==> src/rtl/vga_sync_decoder.sv <==
// Recovers pixel coordinates, the bright window and lock status from an active-low
// hSync/vSync pair, checking line and frame lengths against the expected VGA timing.
module vga_sync_decoder #(
    parameter int H_TOTAL     = 800,
    parameter int V_TOTAL     = 525,
    parameter int H_ACT_START = 144,
    parameter int H_ACT_END   = 783,
    parameter int V_ACT_START = 35,
    parameter int V_ACT_END   = 514,
    parameter int LOCK_LINES  = 4
) (
    input  logic       clk,
    input  logic       reset_n,
    input  logic       pix_en,
    input  logic       hSync,
    input  logic       vSync,
    output logic [9:0] hCount,
    output logic [9:0] vCount,
    output logic       bright,
    output logic       locked,
    output logic       frame_start,
    output logic       h_err,
    output logic       v_err,
    output logic [7:0] frame_cnt
);

    localparam int GW = $clog2(LOCK_LINES + 1);
    localparam logic [GW-1:0] LOCK_MAX = GW'(LOCK_LINES);
    localparam logic [10:0] H_LEN = 11'(H_TOTAL);
    localparam logic [10:0] V_LEN = 11'(V_TOTAL);
    localparam logic [9:0]  HA_S  = 10'(H_ACT_START);
    localparam logic [9:0]  HA_E  = 10'(H_ACT_END);
    localparam logic [9:0]  VA_S  = 10'(V_ACT_START);
    localparam logic [9:0]  VA_E  = 10'(V_ACT_END);

    typedef enum logic [1:0] {
        UNLOCKED = 2'd0,
        ACQUIRE  = 2'd1,
        LOCKED   = 2'd2
    } state_t;

    state_t state, state_next;
    logic [GW-1:0] good_lines, good_next;
    logic [1:0] h_pipe, v_pipe;
    logic hs_q, vs_q;
    logic h_fall, v_fall, line_ok, frame_ok, sat_loss, in_window;
    logic h_err_next, v_err_next, fs_next;
    logic [9:0] h_next, v_next;

    assign h_fall   = pix_en && !h_pipe[1] && hs_q;
    assign v_fall   = pix_en && !v_pipe[1] && vs_q;
    assign line_ok  = ({1'b0, hCount} + 11'd1) == H_LEN;
    assign frame_ok = ({1'b0, vCount} + 11'd1) == V_LEN;
    // Losing hSync is detected as the counter arriving at (or sitting at) saturation.
    assign sat_loss = pix_en && !h_fall && (hCount >= 10'd1022);

    always_comb begin
        h_next = hCount;
        v_next = vCount;
        if (h_fall) begin
            h_next = 10'd0;
        end else if (hCount != 10'd1023) begin
            h_next = hCount + 10'd1;
        end
        if (v_fall) begin
            v_next = 10'd0;
        end else if (h_fall && vCount != 10'd1023) begin
            v_next = vCount + 10'd1;
        end
    end

    assign in_window = (h_next >= HA_S) && (h_next <= HA_E) &&
                       (v_next >= VA_S) && (v_next <= VA_E);

    always_comb begin
        state_next = state;
        good_next  = good_lines;
        h_err_next = 1'b0;
        v_err_next = 1'b0;
        fs_next    = 1'b0;
        if (pix_en) begin
            case (state)
                UNLOCKED: begin
                    if (h_fall) begin
                        state_next = ACQUIRE;
                        good_next  = '0;
                    end
                end
                ACQUIRE: begin
                    if (h_fall && line_ok && good_lines < LOCK_MAX) begin
                        good_next = good_lines + 1'b1;
                    end else if (h_fall && !line_ok) begin
                        h_err_next = 1'b1;
                        good_next  = '0;
                    end
                    if (v_fall && good_lines == LOCK_MAX && !h_err_next) begin
                        state_next = LOCKED;
                    end
                end
                LOCKED: begin
                    h_err_next = h_fall && !line_ok;
                    v_err_next = v_fall && !frame_ok;
                    if (h_err_next || v_err_next) begin
                        state_next = ACQUIRE;
                        good_next  = '0;
                    end else begin
                        fs_next = v_fall;
                    end
                end
                default: state_next = UNLOCKED;
            endcase
            if (sat_loss) begin
                state_next = UNLOCKED;
                good_next  = '0;
                h_err_next = 1'b0;
                v_err_next = 1'b0;
                fs_next    = 1'b0;
            end
        end
    end

    always_ff @(posedge clk or negedge reset_n) begin
        if (!reset_n) begin
            state      <= UNLOCKED;
            good_lines <= '0;
        end else if (pix_en) begin
            state      <= state_next;
            good_lines <= good_next;
        end
    end

    // Synchronizers idle high so a release from reset never looks like a sync edge.
    always_ff @(posedge clk or negedge reset_n) begin
        if (!reset_n) begin
            h_pipe      <= 2'b11;
            v_pipe      <= 2'b11;
            hs_q        <= 1'b1;
            vs_q        <= 1'b1;
            hCount      <= '0;
            vCount      <= '0;
            bright      <= 1'b0;
            h_err       <= 1'b0;
            v_err       <= 1'b0;
            frame_start <= 1'b0;
            frame_cnt   <= '0;
        end else begin
            h_pipe      <= {h_pipe[0], hSync};
            v_pipe      <= {v_pipe[0], vSync};
            h_err       <= h_err_next;
            v_err       <= v_err_next;
            frame_start <= fs_next;
            if (pix_en) begin
                hs_q   <= h_pipe[1];
                vs_q   <= v_pipe[1];
                hCount <= h_next;
                vCount <= v_next;
                bright <= (state_next == LOCKED) && in_window;
                if (fs_next) begin
                    frame_cnt <= frame_cnt + 8'd1;
                end
            end
        end
    end

    assign locked = (state == LOCKED);

endmodule

==> config.mk <==
export PLATFORM = sky130hd
export DESIGN_NAME = vga_sync_decoder
export DESIGN_NICKNAME = d
export VERILOG_FILES = /design/src/rtl/vga_sync_decoder.sv
export SDC_FILE = /design/constraint.sdc
export NUM_CORES = 1
export LEC_CHECK = 0
export ABC_AREA = 1
export BUFFER_PORTS_ARGS = -buffer_cell sky130_fd_sc_hd__buf_2
export CAP_MARGIN = 20
export CORE_UTILIZATION = 58
export DETAILED_ROUTE_END_ITERATION = 16
export PLACE_DENSITY = 0.87
export REMOVE_ABC_BUFFERS = 1
export SYNTH_ARGS = -nofsm -noshare
export SYNTH_HDL_FRONTEND = slang
export SYNTH_SLANG_ARGS = --single-unit
==> constraint.sdc <==
create_clock -name clk -period 2.6 [get_ports clk]
set_clock_uncertainty 0.2 [all_clocks]
set_input_delay 0.26 -clock clk [delete_from_list [all_inputs] [get_ports clk]]
set_output_delay 0.26 -clock clk [all_outputs]
set_load 0.02 [all_outputs]
Word-level counts from Yosys, hierarchy flattened
Index checks and enable logic that the tools add are counted.
- register bits after elaboration: 43
- add/sub/neg operators: 6
- magnitude comparators: 6
- equal/unequal tests: 11
- mux-type cells: 30
- reduce and logical (&&, ||, !) cells: 28
- operators with widths (cell ; count):
    $mux 10 ; 4
    $add 10x1->11 const B ; 2
    $eq 11x10->1 const B ; 2
    $add 10x1->10 const B ; 2
    $le 10x10->1 const B ; 2
    $ne 10x10->1 const B ; 2
    $logic_and 1x1->1 ; 17
    $mux 3 ; 5
    $mux 1 ; 13
    $ge 10x10->1 const B ; 1
    $ge 10x6->1 const B ; 1
    $ge 10x8->1 const B ; 1
    $mux 2 ; 5
    $pmux 3 s3 ; 1
    $add 8x1->8 const B ; 1
    $logic_not 1->1 ; 6
    $pmux 2 s3 ; 1
    $reduce_and 5->1 ; 1
    $eq 2x2->1 const B ; 2
    $ne 4x4->1 const B ; 1
    $reduce_bool 4->1 ; 1
    $add 3x1->3 const B ; 1
    $eq 3x3->1 const B ; 1
    $lt 3x3->1 const B ; 1
    7 further kinds ; 7

Logic depth before layout (Yosys ltp)
- depth in word-level cells: 16
- mapped depth: 17
- mapped depth without buffers: 17

Least setup slack after synthesis
OpenSTA, ideal clock, no wires.
- kind: register -> register
- start: register hCount[1]
- end: register frame_cnt[6]
- library setup time: 0.118 ns
- arrival: 2.043 ns
- required time: 2.282 ns
- path slack: 0.240 ns
- cell stages (with the launch flop): 17
- buffers on the path: 0
- period minus slack after synthesis: 2.360 ns
- path through: dfrtp_1 -> ha_1 -> nand3_2 -> inv_2 -> nand2_1 -> nand2_1 -> nand3_1 -> nor2_2 -> nand3_2 -> nand2_4 -> nand3_4 -> nor2_8 -> nand2_4 -> nor2_4 -> nand3_1 -> nand2_1 -> nand2_1
- cells in the longest elaborated chain, start to end: 10
- RTL lines (item ; line ; text):
    start: declaration ; 17 ; output logic [9:0] hCount,
    start signal: assignment ; 155 ; hCount <= h_next;
    $add 10x1->11 ; 52 ; assign line_ok = ({1'b0, hCount} + 11'd1) == H_LEN;
    $eq 11x10->1 ; 52 ;
    $logic_not 1->1 ; 101 ; h_err_next = h_fall && !line_ok;
    $logic_and 1x1->1 ; 101 ;
    $logic_or 1x1->1 ; 103 ; if (h_err_next || v_err_next) begin
    $mux 1 ; 103 ;
    $mux 1 ; 82 ; case (state)
    $mux 1 * ; 112 ; if (sat_loss) begin
    $mux 1 * ; 81 ; if (pix_en) begin
    $reduce_and 2->1 (no source line) * ; - ;
    end signal: assignment ; 159 ; frame_cnt <= frame_cnt + 8'd1;
    end: declaration ; 24 ; output logic [7:0] frame_cnt
Every way passes the cells marked *; elsewhere a longest branch is shown, timed or not.
A chain may end at the register's enable or synchronous reset.

Worst setup path after layout
Ends and elaborated chain as after synthesis.

==> impl_metrics.tcl <==
set metrics [dict create \
    status "completed" \
    synthMostInstantiatedCell "nand2_1" \
    wl_per_cell_um 12.4 \
    fin_tns_setup_ns 0 \
    slowest_delay_ns 0.43 \
    min_from "pix_en" \
    chipWidth_um 71.6 \
    cts_root_buffer "clkbuf_8" \
    drt_iter0_markers 143 \
    postCtsSetupBuffers 0 \
    grt.total_usage 0.255 \
    grt-ovfl-total 0 \
    ir_drop_v 0.000478 \
    synth_area_per_cell_um2 7.08 \
    dp_hpwl_um 4530 \
    hold_path_class "in2reg" \
    finalHoldViolCount 0 \
    synth_cells 397 \
    crit_slowest_cell "dfrtp_2" \
    yosysTopAreaCell "dfrtp_1" \
    crit_path_start "hCount[1]" \
    vias 2699 \
    cts.clk_slew.worst_paths_ns 0.09 \
    p_per_area_mw_per_mm2 617 \
    remaining_drc_errors 0 \
    synth_top_area_frac 0.329 \
    path_buf_inv 1 \
    setup_viol 0 \
    ys_seq_area_frac 0.385 \
    yosys-top-cells-count "nand2_1, inv_1, nand3_1" \
    final_cell_count_no_fill 497 \
    ys_top_cells_by_area "dfrtp_1, nand2_1, inv_1" \
    clock_sinks 43 \
    routed_wl_um 6140 \
    insertion_delay_ns 0.31 \
    diodes 0 \
    r2r_start "hCount[1]" \
    synth_edf_count 0 \
    tightest_slew_ns 0.975 \
    cp.required_ns 2.60 \
    die_y_um 71.6 \
    cp.arrival_ns 2.38 \
    num_rows 24 \
    grt_pass1_wl_um 10400 \
    ys.flop_type "dfrtp_1" \
    start_util 0.624 \
    ys_seq_elements 43 \
    antenna_found_initial 0 \
    min_period_ns 2.38 \
    hold_end "hCount[8]" \
    post-route-period-util 0.916 \
    drv_cap 0 \
    worstSetupEndpointType "register" \
    synthesis.area_mm2 0.00281 \
    h-tree-depth 2 \
    io_pins 38 \
    hold_slack_ns 0.0649 \
    fmaxAchievable_ghz 0.420 \
    cts_tree "done" \
    postRouteAntennaNets 0 \
    leakagePower_uw 0.00183 \
    dp.cells 486 \
    crit_top_cell "nand2_1" \
    nets 460 \
    numCtsBuffers 5 \
    hold_path_depth 2 \
    r2r_slack_ns 0.22 \
    firstDrtPassIters 4 \
    grt_max_degree 44 \
    clockBufferDepth 2 \
    slew_violations 0 \
    crit_family "simple AND/OR/NAND/NOR gates" \
    path_cells "ha_1, nand3_2, inv_2, nand2_1, nand2_1, nand3_1, nor2_2, nand3_2, nand2_4, nand3_4, nor2_8, nand2_4, nor2_4, nand3_1, nand2_1, nand2_1" \
    via_per_inst 5.43 \
    critPathLaunchType "register" \
    fp.coreArea_mm2 0.00450 \
    reg2reg_depth 16 \
    r2r-end "frame_cnt[6]" \
    ys_async_sr_fraction 1.00 \
    crit_type "reg2reg" \
    io_buffers 37 \
    ys_types 34 \
    grt_pass1_vias 2435 \
    yosysWarnings 0 \
    die_area_mm2 0.00513 \
    routabilityCongestion 0.938 \
    crit_fanout 9 \
    area_growth_pct 15.0 \
    drive_above_1_share 0.189 \
    slew_headroom 0.350 \
    rsz0062_at_grt "no" \
]
==> state kept, by name, summed over array words and instances (netlist names) <==
signal and count:
h_pipe 2, hs_q 1, frame_start 1, bright 1, h_err 1, hCount 10
frame_cnt 8, v_err 1, v_pipe 2, vs_q 1, vCount 10, state 2
good_lines 3
==> logic make-up (layout without fill, tap and decap cells) <==
logic type | count (synthesis) | after routing | synth area share
and+or+nand+nor | 238 | 238 | 0.388
AOI/OAI and AO/OA | 27 | 27 | 0.0592
adders and majority gates | 11 | 11 | 0.0489
muxes | 1 | 1 | 0.00400
buffers and inverters | 71 | 119 | 0.0961
DFF | 43 | 43 | 0.385
xor gates and xnor gates | 6 | 6 | 0.0187
==> metal layers <==
metal | wire [um] | GRT usage | up-vias | part of all wire
met5 | 0 | 0 | - | 0
met4 | 75 | 0.0959 | 0 | 0.012
met3 | 363 | 0.0422 | 8 | 0.059
met2 | 2920 | 0.426 | 90 | 0.48
met1 | 2780 | 0.334 | 1251 | 0.45
li1 | - | - | 1350 | -
==> where the power goes <==
part,switching [uW],internal (uW),leakage (uW)
clock,247,286,0.0000581
combinational,405,209,0.00123
sequential,104,743,0.000551
==> cell usage in the layout (no fill, tap or decap), types with 2 or more instances in the layout <==
| master | Yosys | final |
|---|---|---|
| nor2_2 | 4 | 4 |
| nor2_1 | 35 | 35 |
| o21bai_1 | 3 | 3 |
| dfrtp_1 | 37 | 35 |
| o21ai_0 | 15 | 15 |
| nand2_2 | 4 | 4 |
| inv_1 | 60 | 60 |
| xor2_1 | 5 | 5 |
| ha_1 | 11 | 11 |
| nor2_4 | 2 | 2 |
| nand3_2 | 3 | 3 |
| nor3_1 | 3 | 3 |
| dfrtp_2 | 0 | 2 |
| nand4_1 | 10 | 10 |
| nand2_1 | 125 | 124 |
| nand3_1 | 45 | 45 |
| clkbuf_8 | 0 | 5 |
| buf_4 | 0 | 6 |
| dlygate4sd3_1 | 0 | 3 |
| a21oi_1 | 3 | 3 |
| inv_2 | 5 | 5 |
| buf_2 | 3 | 37 |
| dfstp_2 | 6 | 6 |
| nand2_4 | 2 | 3 |
==> timing repair <==
| item | 4_1_cts | 5_1_grt |
|---|---|---|
| hold buffers | 3 | 0 |
| resized for setup | 0 | 4 |
| endpoints found under the setup margin | 0 | 4 |
| endpoints found under the hold margin | 39 | 0 |
==> layout make-up <==
| class | instances | area (um^2) |
|---|---|---|
| Fill cell | 361 | 1270 |
| Clock inverter | 3 | 43.8 |
| Sequential cell | 43 | 1090 |
| Inverter | 65 | 244 |
| Timing Repair Buffer | 46 | 260 |
| Tap cell | 52 | 65.1 |
| Clock buffer | 5 | 68.8 |
| Multi-Input combinational cell | 283 | 1470 |
==> through the flow <==
step	utilization	area [um^2]	total power [uW]	worst slack (ns)
final	0.718	3230	1990	0.218
after global routing	0.718	3230	2110	0.00122
after CTS	0.716	3220	1990	0.149
after detailed placement	0.684	3080	1460	0.168
after global placement	0.684	3080	1440	0.244
after floorplan	-	2790	1270	0.234
==> worst max-delay path by stage <==
stage | to | slack, ns | depth (start not counted)
4_1_cts | frame_cnt[6] | 0.15 | 16
3_3_place_gp | frame_cnt[6] | 0.24 | 16
6_report | frame_cnt[6] | 0.22 | 16
5_1_grt | frame_cnt[6] | 0.001 | 17
2_1_floorplan | frame_cnt[6] | 0.23 | 16
3_5_place_dp | frame_cnt[6] | 0.17 | 16
No activity file was read; power rests on OpenSTA's default activity.
